===== src/rtl/rv_pkg.sv =====
// Shared RISC-V SoC constants used by the bus fabric and its peripherals.
package rv_pkg;

  localparam int unsigned XLEN = 32;

  // Base address of the UART register block
  localparam logic [31:0] ADDRESS_UART = 32'h1000_0000;

endpackage


===== src/rtl/rv_uart_arbiter.sv =====
// Two-master arbiter in front of the shared rv_uart_driver.
// Grants one master at a time, alternating on contention, latches the
// winner's request fields for the whole transaction, and bounds every
// grant with a cycle counter that forces an error completion on expiry.
module rv_uart_arbiter #(
  parameter int unsigned     XLEN           = rv_pkg::XLEN,
  parameter int unsigned     TIMEOUT_CYCLES = 4096,
  parameter logic [XLEN-1:0] ERR_RDATA      = XLEN'(32'hBAD0_BAD0)
) (
  input  logic              clk_i,
  input  logic              arstn_i,

  input  logic              m0_req_i,
  input  logic              m0_we_i,
  input  logic [XLEN/8-1:0] m0_be_i,
  input  logic [XLEN-1:0]   m0_addr_i,
  input  logic [XLEN-1:0]   m0_wdata_i,
  output logic              m0_rvalid_o,
  output logic [XLEN-1:0]   m0_rdata_o,

  input  logic              m1_req_i,
  input  logic              m1_we_i,
  input  logic [XLEN/8-1:0] m1_be_i,
  input  logic [XLEN-1:0]   m1_addr_i,
  input  logic [XLEN-1:0]   m1_wdata_i,
  output logic              m1_rvalid_o,
  output logic [XLEN-1:0]   m1_rdata_o,

  output logic              s_req_o,
  output logic              s_we_o,
  output logic [XLEN/8-1:0] s_be_o,
  output logic [XLEN-1:0]   s_addr_o,
  output logic [XLEN-1:0]   s_wdata_o,
  input  logic              s_rvalid_i,
  input  logic [XLEN-1:0]   s_rdata_i,

  output logic [1:0]        grant_o,
  output logic              timeout_o
);

  localparam int unsigned    BW       = XLEN / 8;
  localparam int unsigned    CW       = $clog2(TIMEOUT_CYCLES);
  localparam logic [CW-1:0]  CNT_LAST = CW'(TIMEOUT_CYCLES - 1);

  typedef enum logic [1:0] {
    IDLE   = 2'd0,
    GRANT0 = 2'd1,
    GRANT1 = 2'd2
  } state_e;

  state_e            state_q, state_d;
  logic              last_grant_q, last_grant_d;  // 0: m0 won last, 1: m1 won last
  logic [CW-1:0]     cnt_q, cnt_d;
  logic              timeout_q, timeout_d;
  logic              we_q, we_d;
  logic [BW-1:0]     be_q, be_d;
  logic [XLEN-1:0]   addr_q, addr_d;
  logic [XLEN-1:0]   wdata_q, wdata_d;

  logic              granted;
  logic              timeout_hit;
  logic              done;
  logic              pick_m1;
  logic [XLEN-1:0]   resp_data;

  // Grant status: a real response always beats the timeout on the same cycle
  always_comb begin
    granted     = (state_q == GRANT0) || (state_q == GRANT1);
    timeout_hit = granted && (cnt_q == CNT_LAST) && !s_rvalid_i;
    done        = granted && (s_rvalid_i || timeout_hit);
    resp_data   = s_rvalid_i ? s_rdata_i : ERR_RDATA;
  end

  // Next-state, arbitration and request-field capture
  always_comb begin
    state_d      = state_q;
    last_grant_d = last_grant_q;
    cnt_d        = cnt_q;
    timeout_d    = timeout_q;
    we_d         = we_q;
    be_d         = be_q;
    addr_d       = addr_q;
    wdata_d      = wdata_q;
    // m1 wins when it is alone, or when both ask and m0 won last time
    pick_m1      = m1_req_i && (!m0_req_i || !last_grant_q);

    unique case (state_q)
      IDLE: begin
        if (m0_req_i || m1_req_i) begin
          state_d      = pick_m1 ? GRANT1 : GRANT0;
          last_grant_d = pick_m1;
          cnt_d        = '0;
          we_d         = pick_m1 ? m1_we_i    : m0_we_i;
          be_d         = pick_m1 ? m1_be_i    : m0_be_i;
          addr_d       = pick_m1 ? m1_addr_i  : m0_addr_i;
          wdata_d      = pick_m1 ? m1_wdata_i : m0_wdata_i;
        end
      end
      GRANT0, GRANT1: begin
        cnt_d = cnt_q + CW'(1);
        if (done) begin
          state_d = IDLE;
        end
        if (timeout_hit) begin
          timeout_d = 1'b1;
        end
      end
      default: begin
        state_d = IDLE;
      end
    endcase
  end

  // State, counter and latched request registers
  always_ff @(posedge clk_i or negedge arstn_i) begin
    if (!arstn_i) begin
      state_q      <= IDLE;
      last_grant_q <= 1'b1;
      cnt_q        <= '0;
      timeout_q    <= 1'b0;
      we_q         <= 1'b0;
      be_q         <= '0;
      addr_q       <= '0;
      wdata_q      <= '0;
    end else begin
      state_q      <= state_d;
      last_grant_q <= last_grant_d;
      cnt_q        <= cnt_d;
      timeout_q    <= timeout_d;
      we_q         <= we_d;
      be_q         <= be_d;
      addr_q       <= addr_d;
      wdata_q      <= wdata_d;
    end
  end

  // Output decode: driver side from latched fields, completions routed to the owner only
  always_comb begin
    s_req_o     = granted && !s_rvalid_i && !timeout_hit;
    s_we_o      = we_q;
    s_be_o      = be_q;
    s_addr_o    = addr_q;
    s_wdata_o   = wdata_q;
    m0_rvalid_o = done && (state_q == GRANT0);
    m1_rvalid_o = done && (state_q == GRANT1);
    m0_rdata_o  = m0_rvalid_o ? resp_data : '0;
    m1_rdata_o  = m1_rvalid_o ? resp_data : '0;
    grant_o     = {state_q == GRANT1, state_q == GRANT0};
    timeout_o   = timeout_q;
  end

endmodule


===== config.mk =====
export PLATFORM = sky130hd
export DESIGN_NAME = rv_uart_arbiter
export DESIGN_NICKNAME = d
export VERILOG_FILES = /design/src/rtl/rv_pkg.sv /design/src/rtl/rv_uart_arbiter.sv
export SDC_FILE = /design/constraint.sdc
export NUM_CORES = 1
export LEC_CHECK = 0
export CORE_MARGIN = 2
export CORE_UTILIZATION = 33
export CTS_CLUSTER_SIZE = 40
export DETAILED_ROUTE_END_ITERATION = 6
export GPL_TIMING_DRIVEN = 0
export PLACE_DENSITY = 0.89
export RECOVER_POWER = 25
export SLEW_MARGIN = 20
export SYNTH_ARGS = -nofsm -noshare
export SYNTH_HDL_FRONTEND = slang
export SYNTH_SLANG_ARGS = --single-unit

===== constraint.sdc =====
create_clock -name clk_i -period 2.1 [get_ports clk_i]
set_clock_uncertainty 0.15 [all_clocks]
set_input_delay 0.21 -clock clk_i [delete_from_list [all_inputs] [get_ports clk_i]]
set_output_delay 0.21 -clock clk_i [all_outputs]
set_load 0.05 [all_outputs]

### Yosys cells after proc, flatten, opt, wreduce, memory -nomap -nowiden

Cells that the tools add are included.

* add/subtract/negate cells: 1
* equality and inequality tests: 5
* multiplexer cells: 13
* reduce and logical (&&, ||, !) cells: 23

Operators with widths (number)
* 32-bit two-way mux: 5
* 12-bit case mux with 2 select lines: 1
* 12-bit by 1-bit adder with 12-bit output, second input constant: 1
* 12-bit == test, second input constant: 1
* 12-bit two-way mux: 1
* 1-bit logical AND: 8
* 2-bit AND reduction: 4
* 2-bit two-way mux: 3
* 1-bit zero test: 4
* 1-bit logical OR: 4
* 4-bit two-way mux: 1
* 2-bit inequality test, second input constant: 2
* 2-bit case mux with 2 select lines: 1
* 2-bit by 1-bit == test with 1-bit output, second input constant: 1
* 2-bit == test, second input constant: 1
* 2-bit zero test: 1
* 2-bit nonzero test: 1
* 2-bit OR reduction: 1
* 1-bit two-way mux: 1

* output and inout port bits: 139
* input port bits: 175
* word-level logic and storage cells: 50
* register bits: 85

### Longest topological paths before layout

Gate-level depths: netlist of run 1.

* depth after elaboration: 8
* depth in mapped cells: 8
* gate-level depth less buffers: 6

### Worst setup path before layout of run 1

OpenSTA, ideal clock, no wires.

* path kind: register -> output
* start point: reg state_q[0]
* end point: out m1_rdata_o[31]
* buffers on the path: 0
* setup slack: -0.683 ns
* data required time: 1.740 ns
* stages on the path, launching flop included: 5
* data arrival time: 2.423 ns
* cell sequence: dfrtp_1 -> inv_1 -> ha_1 -> nand2_1 -> nor3_1

* cells in the longest elaborated chain, start to end: 8
* elaborated cells on any way between the ends: 9
* those cells by class: 2 x eq/ne; 1 x mux; 6 x reduce/logical

Ends and longest elaborated chain
* from (decl): RTL line rv_uart_arbiter.sv:51 `state_e state_q, state_d;`
* from (signal assigned): RTL line rv_uart_arbiter.sv:126 `state_q <= state_d;`
* 2-bit == test *
* named net grant_o[1]: RTL line rv_uart_arbiter.sv:37 `output logic [1:0] grant_o,`
* 1-bit logical OR: RTL line rv_uart_arbiter.sv:68 `granted = (state_q == GRANT0) || (state_q == GRANT1);`
* 1-bit logical AND (2 in a row): RTL line rv_uart_arbiter.sv:69 `timeout_hit = granted && (cnt_q == CNT_LAST) && !s_rvalid_i;`
* 1-bit logical OR: RTL line rv_uart_arbiter.sv:70 `done = granted && (s_rvalid_i || timeout_hit);`
* 1-bit logical AND: RTL line rv_uart_arbiter.sv:70
* 1-bit logical AND *: RTL line rv_uart_arbiter.sv:145 `m1_rvalid_o = done && (state_q == GRANT1);`
* 32-bit two-way mux *: RTL line rv_uart_arbiter.sv:147 `m1_rdata_o = m1_rvalid_o ? resp_data : '0;`
* to (decl): RTL line rv_uart_arbiter.sv:27 `output logic [XLEN-1:0] m1_rdata_o,`

Mark *: on every way through the listed nets, which the timed path passes. The rest lies on a longest branch.

### Worst setup path in the final report of run 1

* start point: reg state_q[0]
* end point: out m0_rdata_o[12]

* cells in the longest elaborated chain, start to end: 8
* elaborated cells on any way between the ends: 9
* those cells by class: 2 x eq/ne; 1 x mux; 6 x reduce/logical

Ends and longest elaborated chain
* 2-bit by 1-bit == test with 1-bit output or 2-bit == test (tied branches): RTL line rv_uart_arbiter.sv:68, rv_uart_arbiter.sv:144
* 1-bit logical OR: RTL line rv_uart_arbiter.sv:68
* 1-bit logical AND (2 in a row): RTL line rv_uart_arbiter.sv:69
* 1-bit logical OR: RTL line rv_uart_arbiter.sv:70
* 1-bit logical AND: RTL line rv_uart_arbiter.sv:70
* 1-bit logical AND *: RTL line rv_uart_arbiter.sv:144 `m0_rvalid_o = done && (state_q == GRANT0);`
* 32-bit two-way mux *: RTL line rv_uart_arbiter.sv:146 `m0_rdata_o = m0_rvalid_o ? resp_data : '0;`
* to (decl): RTL line rv_uart_arbiter.sv:19 `output logic [XLEN-1:0] m0_rdata_o,`

Every way passes the cells marked *; elsewhere a longest branch is shown, timed or not.

==> metrics.txt, run 1 <==
final max-slew violation count=0; violated checks=setup timing; startpoint types=flop; actual slew at the worst max-slew pin=853 ps; Reg area=2130 um2; internal reg-to-reg setup slack=50 ps; hold crit path type=flop to flop; crit-path max cell delay=420 ps; Overflow after GRT=0; via count=5,224; area taken by multi-input logic gates=2860 um2; Req. time, crit path=1740 ps; Final Instance Area=9640 um2; Row Count=43; Die Span Y=124 um; RSZ-0062 raised after global routing=yes; cell count of the worst reg-to-reg path=8; Post-synth top flop=dfrtp_1; CTS Buffer Depth=2; Filler Cell Count=984; GRT Util Overall=24.5%; Mapped Area=4780 um2; Max VDD drop=0.000746 V; crit path from=state_q[0]; count of final hold-check violations=0; fraction of layout cells with a size suffix above 1=27.7%; maximum number of pins on one net before global-route repair=54; Distinct cells, synth=44; critical path capture point type=output pin; CTS tree=done; clock transition at the registers of the reported paths=60 ps; Diodes inserted=0; CP max-delay cell=dfrtp_1; clock sinks=85; setup violators final=67; drt wl/cell=19.3 um; full die area=15,500 um2; status=complete, but fails checks; nets=1,038; Mapped Avg Cell Area=9.75 um2; max_slew headroom=43.1%; pre-CTS WS=-884 ps; # IOs=314; routed vias/inst=5.00; Min-Delay Path Depth=2; WL final=20.1 mm; Seq cells post-synth=85; part of the cycle the worst path needs=124%; WS Path Type=flop to output pin; crit path cell chain=inv_2 > ha_4 > and3_4 > and3_4 > a21oi_4 > buf_6 > buf_12 > nor3_4 > buf_6; pwr/cell area=1290 nW/um2; slack of the critical path=-509 ps; reg2reg end=cnt_q[6]; vias in the first global route=5,416; initial antenna violation count=0; leak pwr=4.11 nW; Async SR Flop Fraction=100%; Detail Placement HPWL=14.0 mm; crit path time final=2610 ps; WP data arrival=2250 ps; yosys warns=0; DR iter-0 viols=203; IO Port Bufs=313; commonest non-fill, non-tap cell in the layout=clkdlybuf4s50_1; CP Capture Point=m0_rdata_o[12]; Final ANT Viol Nets=0; Fmax=383 MHz; Mapped Cells=490; area post-placement=8480 um2; Inserted Clock Buffers=9; root cell of the clock tree=clkbuf_16; area of the core=14,000 um2; most frequent cells in the layout=243 x clkdlybuf4s50_1, 84 x dfrtp_1, 80 x nand2_1; Worst-Skew Late Latency=340 ps; synth-to-layout area growth=102%; Initial Utilization=34.2%; Post-synth EDFFs=0; Critical Path Fanout Max=5; Die W=124 um; RR Startpoint=state_q[0]; gp weighted congestion=0.830; Synth Net Count=669; first-pass GRT wire length=29.7 mm; Post-route DRC=0; maxcap violations=0; sequential area share after synthesis=44.5%; H-tree Lvls=3; iteration count of the initial detailed-routing pass=4
-- worst max-delay path: cells and delay by family (launching register included) --
kind | cells | cell delay [ps]
buffers and inverters | 4 | 620
DFF | 1 | 420
AOI/OAI and AO/OA | 1 | 250
adders and majority gates | 1 | 220
and+or+nand+nor | 3 | 400
-- area by class of cell --
type                    instances  area share, %
plain buffers                  33           2.64
clock buffers                  13           2.60
clock inverters                 3          0.493
inverters                       3          0.117
multi-input cells             367           29.7
flip-flops and latches         85           22.1
well taps                     180           2.34
repair buffers                360           40.1
-- kinds of logic (layout without fill, tap and decap cells) --
kind of cell	Yosys count	after routing	synth area share (%)
DFF	85	85	44.5
adders and majority gates	4	4	1.05
AOI/OAI and AO/OA	93	93	11.0
and+or+nand+nor	196	196	23.6
muxes	70	70	14.7
xor gates and xnor gates	4	4	0.733
buffers and inverters	38	412	4.45
-- synthesized netlist by cell type, types with 5 or more instances --
| cell | instances | area, um2 |
|---|---|---|
| nor3_2 | 28 | 280 |
| nor2b_1 | 17 | 106 |
| buf_2 | 5 | 25.0 |
| nand2_1 | 82 | 308 |
| o21ai_0 | 76 | 380 |
| dfrtp_1 | 84 | 2100 |
| mux2i_1 | 70 | 701 |
| and2_1 | 33 | 206 |
| buf_4 | 9 | 67.6 |
| nor2_1 | 8 | 30.0 |
| clkbuf_1 | 17 | 63.8 |
-- report_power, final --
part | switching [mW] | total (mW) | internal, mW
clock network | 0.672 | 1.63 | 0.963
logic | 5.15 | 8.07 | 2.92
registers | 0.391 | 2.74 | 2.35
-- sequential cells by signal (all words and copies together), names as in the netlist --
| register | count |
|---|---|
| s_be_o | 4 |
| s_addr_o | 32 |
| cnt_q | 12 |
| state_q | 2 |
| last_grant_q | 1 |
| s_wdata_o | 32 |
| s_we_o | 1 |
| timeout_o | 1 |
-- stage by stage --
step | setup TNS [ps] | hold slack [ps] | util, % | cells | power [mW]
6_report | -23460 | 327 | 68.9 | 1044 | 12.4
5_1_grt | -27780 | 345 | 68.9 | 1044 | 13.0
4_1_cts | -21500 | 217 | 66.8 | 1029 | 12.2
3_5_place_dp | -52100 | 39.9 | 60.6 | 984 | 10.1
3_3_place_gp | -247630 | 303 | 60.4 | 983 | 9.98
2_1_floorplan | -3330 | -236 | - | 490 | 7.43
-- layer usage --
metal / part of all wire, % / wire, um / up-vias / global-route usage (%)
met5: 0 / 0 / - / 0
met4: 4.9 / 992 / 0 / 12.0
met3: 7.9 / 1590 / 64 / 7.26
met2: 53 / 10700 / 273 / 44.2
met1: 34 / 6840 / 2448 / 26.0
li1: - / - / 2439 / -
-- worst min-delay path by stage --
stage / slack, ps / to / start
finish: 330 / s_wdata_o[31] / s_wdata_o[31]
detailed placement: 40 / s_wdata_o[9] / arstn_i
global route: 350 / s_be_o[1] / m1_be_i[1]
floorplan: -240 / cnt_q[0] / arstn_i
global placement: 300 / timeout_o / timeout_o
CTS: 220 / s_wdata_o[4] / arstn_i
-- what timing repair did --
item	CTS	global route
endpoints found under the setup margin	79	139
pin swaps	18	26
hold buffers	1	0
hold endpoints to repair	31	0
resized for setup	526	75
cloned	3	1
setup buffers	25	19
Note: power is estimated with default switching activity, not from simulation.
==> run 2, diff against run 1 <==
--- a/config.mk
+++ b/config.mk
@@ -5,6 +5,7 @@
 export SDC_FILE = /design/constraint.sdc
 export NUM_CORES = 1
 export LEC_CHECK = 0
+export ABC_AREA = 1
 export CORE_MARGIN = 2
 export CORE_UTILIZATION = 33
 export CTS_CLUSTER_SIZE = 40
==> run 2 against run 1 <==
Compared with the run above:
- the flow still finishes with violations (setup timing)
- core utilization is 2.1 points lower
- synthesized cell count is 31% higher
- clock power hardly changed
- worst hold slack worse by 12 ps
- first-iteration DRC count is 70% higher
- fmax is 1.4% higher
- count of clock-buffer cells in the layout is 3 lower
- cell area is 4.2% lower
- routed wire length is 1.3% higher
- power is 11% higher
- sequential power is 3% higher
- sequential cell count stayed put
- largest cell class unchanged
==> metrics.txt, run 2 <==
status=complete, but fails checks; violated checks=setup timing; iteration count of the initial detailed-routing pass=5 (+1); H-tree Lvls=3 (unchanged); Mapped Cells=641 (+31%); Synth Net Count=820 (+23%); Adder-Cell Fraction of Synth Area=1.07% (+0.028 points); nets=1,174 (+13%); XOR/XNOR Fraction of Synth Area=0.188% (-0.55 points); WL final=20.4 mm (+1.3%); Seq cells post-synth=85 (unchanged); part of the cycle the worst path needs=122% (-1.8 points); WP data arrival=2210 ps (-40 ps); Worst-Skew Late Latency=340 ps (about the same); Inserted Clock Buffers=9 (unchanged); area post-placement=8220 um2 (-3.1%); pwr/cell area=1500 nW/um2 (+16%); Synth Area in Simple Gates=27.1% (+3.6 points); crit path time final=2570 ps (-36.8 ps); largest area contributor in the netlist=dfrtp_1; CTS Buffer Depth=2 (unchanged); leak pwr=4.06 nW (-1.2%); pre-CTS WS=-857 ps (+26.8 ps); Post-route DRC=0 (unchanged); RSZ-0062 raised after global routing=yes; CP max-delay cell=dfrtp_1; cell with the most instances after synthesis=nor2_1; DR iter-0 viols=346 (+70%); maximum number of pins on one net before global-route repair=47 (-13%); sequential area share after synthesis=45.7% (+1.2 points); Die W=123 um (-1.2%); crit path cell chain=inv_2 > ha_4 > inv_4 > nor3_2 > nand2_1 > nand2_2 > nand3_4 > buf_12 > buf_16 > nor2_4 > buf_8; synth-to-layout area growth=98.4%; CTS tree=done; gp weighted congestion=0.900 (+8.4%); Distinct cells, synth=25 (-43%); fraction of layout cells with a size suffix above 1=21.1% (-6.6 points); area of the core=13,800 um2 (-1.2%); max_slew headroom=33.3% (-9.8 points); full die area=15,100 um2 (-2.5%); actual slew at the worst max-slew pin=1000 ps (+147 ps); first-pass GRT wire length=29.3 mm (-1.4%); CP Buf/Inv Count=5 (+1); WS Path Type=flop to output pin; Die Span Y=123 um (-1.2%); setup violators final=64 (-4.5%); root cell of the clock tree=clkbuf_16; clock transition at the registers of the reported paths=70 ps (about the same); Diodes inserted=0 (unchanged); commonest non-fill, non-tap cell in the layout=clkdlybuf4s50_1; Compound-Gate Fraction of Synth Area=17.0% (+6.0 points); placed cell count=1,134 (+15%); clock sinks=85 (unchanged); Row Count=43 (unchanged); yosys warns=0 (unchanged); Initial Utilization=33.7% (-0.49 points); # IOs=314 (unchanged); Mapped Avg Cell Area=7.26 um2 (-26%); Fmax=389 MHz (+1.4%); Async SR Flop Fraction=100% (unchanged); Detail Placement HPWL=14.3 mm (+2.0%); most frequent cells in the layout=242 x clkdlybuf4s50_1, 129 x o21ai_1, 110 x nand2_1; maxcap violations=0 (unchanged); Final ANT Viol Nets=0 (unchanged); Post-synth top flop=dfrtp_1; Crit path max-delay family=simple AND/OR/NAND/NOR gates; Req. time, crit path=1740 ps (about the same); Max VDD drop=0.000915 V (+23%); largest family of logic cells by synthesized area=simple AND/OR/NAND/NOR gates; IO Port Bufs=312 (-0.32%); Overflow after GRT=0 (unchanged); Synth top cells by count=131 x nor2_1, 128 x o21ai_1, 110 x nand2_1; final max-slew violation count=0 (unchanged); critical path capture point type=output pin; drt wl/cell=17.3 um (-10%); vias in the first global route=5,804 (+7.2%); GRT Util Overall=25.1% (+0.62 points); Mapped Area=4660 um2 (-2.6%); via count=5,924 (+13%); Synth top area share=45.1% (+1.2 points); crit-path max cell delay=370 ps (-50 ps); initial antenna violation count=0 (unchanged); count of final hold-check violations=0 (unchanged); Final Instance Area=9240 um2 (-4.2%); setup TNS=-16,910 ps (+6550 ps); hold crit path type=input port to flop; Critical Path Fanout Max=5 (unchanged); slack of the critical path=-472 ps (+36.8 ps); startpoint types=flop; final instance count without filler cells=1,180 (+13%); post-synthesis mux area share=0% (-15 points); top cells by area, synth=dfrtp_1 45%, o21ai_1 14%, nor2_1 11%; Post-synth EDFFs=0 (unchanged); Filler Cell Count=1,025 (+4.2%); routed vias/inst=5.02 (+0.33%)
==> run 2: cell types whose count changed in the layout (fill, tap and decap cells not counted), sizes merged, moves of 10 or more <==
cell | previous run | this run
nor3 | 32 | 2
mux2i | 70 | 0
inv | 4 | 56
and2 | 33 | 0
nand2 | 82 | 111
nor2 | 9 | 131
nand3 | 5 | 15
o21ai | 77 | 146
nand4 | 3 | 38
buf | 130 | 117
nor2b | 17 | 0
==> run 2: routing by layer <==
metal	part of all wire, %	track usage, %
met1	35	26.3
met2	52	46.2
met3	9.0	7.30
met4	4.1	11.1
met5	0	0
==> run 2: area by class of cell <==
class,instances,area (um2),share of cell area [%]
repair buffers,344,3680,39.9
clock inverters,6,70.1,0.759
clock buffers,10,229,2.48
inverters,55,224,2.42
multi-input cells,456,2400,26.0
plain buffers,44,279,3.02
well taps,180,225,2.44
flip-flops and latches,85,2130,23.0
==> run 2: per-stage QoR <==
stage / util, % / power [mW] / hold WS (ps)
after detailed placement: 59.4 / 11.0 / 77.7
after global routing: 66.8 / 14.5 / 331
after global placement: 59.2 / 10.9 / 309
after floorplan: - / 8.08 / -236
after CTS: 65.1 / 13.4 / 253
final: 66.8 / 13.8 / 315
==> run 2: report_power, final <==
group          internal [mW]  switching (mW)
Clock                  0.931           0.696
Sequential              2.39           0.437
Combinational           3.41            5.95
==> run 2: worst register-to-register path: cells and delay by family, from the launching register on <==
kind,cells,cell delay (ps)
simple gates,5,530
buf+inv,4,400
flops,1,370
fa+ha+maj,1,290
compound gates,1,180
==> run 2: path summary, 6_finish.rpt <==
path | from | end | slack [ps] | cells after the start
setup / recovery | state_q[0] | m1_rdata_o[20] | -470 | 11
hold / removal | m1_wdata_i[6] | s_wdata_o[6] | 310 | 3
setup reg to reg | state_q[0] | cnt_q[8] | 100 | 11
hold reg to reg | s_wdata_o[17] | s_wdata_o[17] | 340 | 2
max in group asynchronous | arstn_i | cnt_q[7] | 200 | 3
min in group asynchronous | arstn_i | s_wdata_o[5] | 410 | 2
==> run 2: repair_timing <==
item / 4_1_cts / 5_1_grt
setup endpoints to repair: 71 / 70
gates cloned: 3 / 2
pin swaps: 6 / 8
buffers inserted: 19 / 7
hold endpoints to repair: 38 / 0
hold buffers: 1 / 0
resized for setup: 520 / 50
==> run 2: kinds of logic (layout without fill, tap and decap cells) <==
kind of cell,after synthesis,count (layout)
AOI/OAI and AO/OA,154,154
and+or+nand+nor,297,297
DFF,85,85
xor gates and xnor gates,1,1
adders and majority gates,4,4
buffers and inverters,100,459
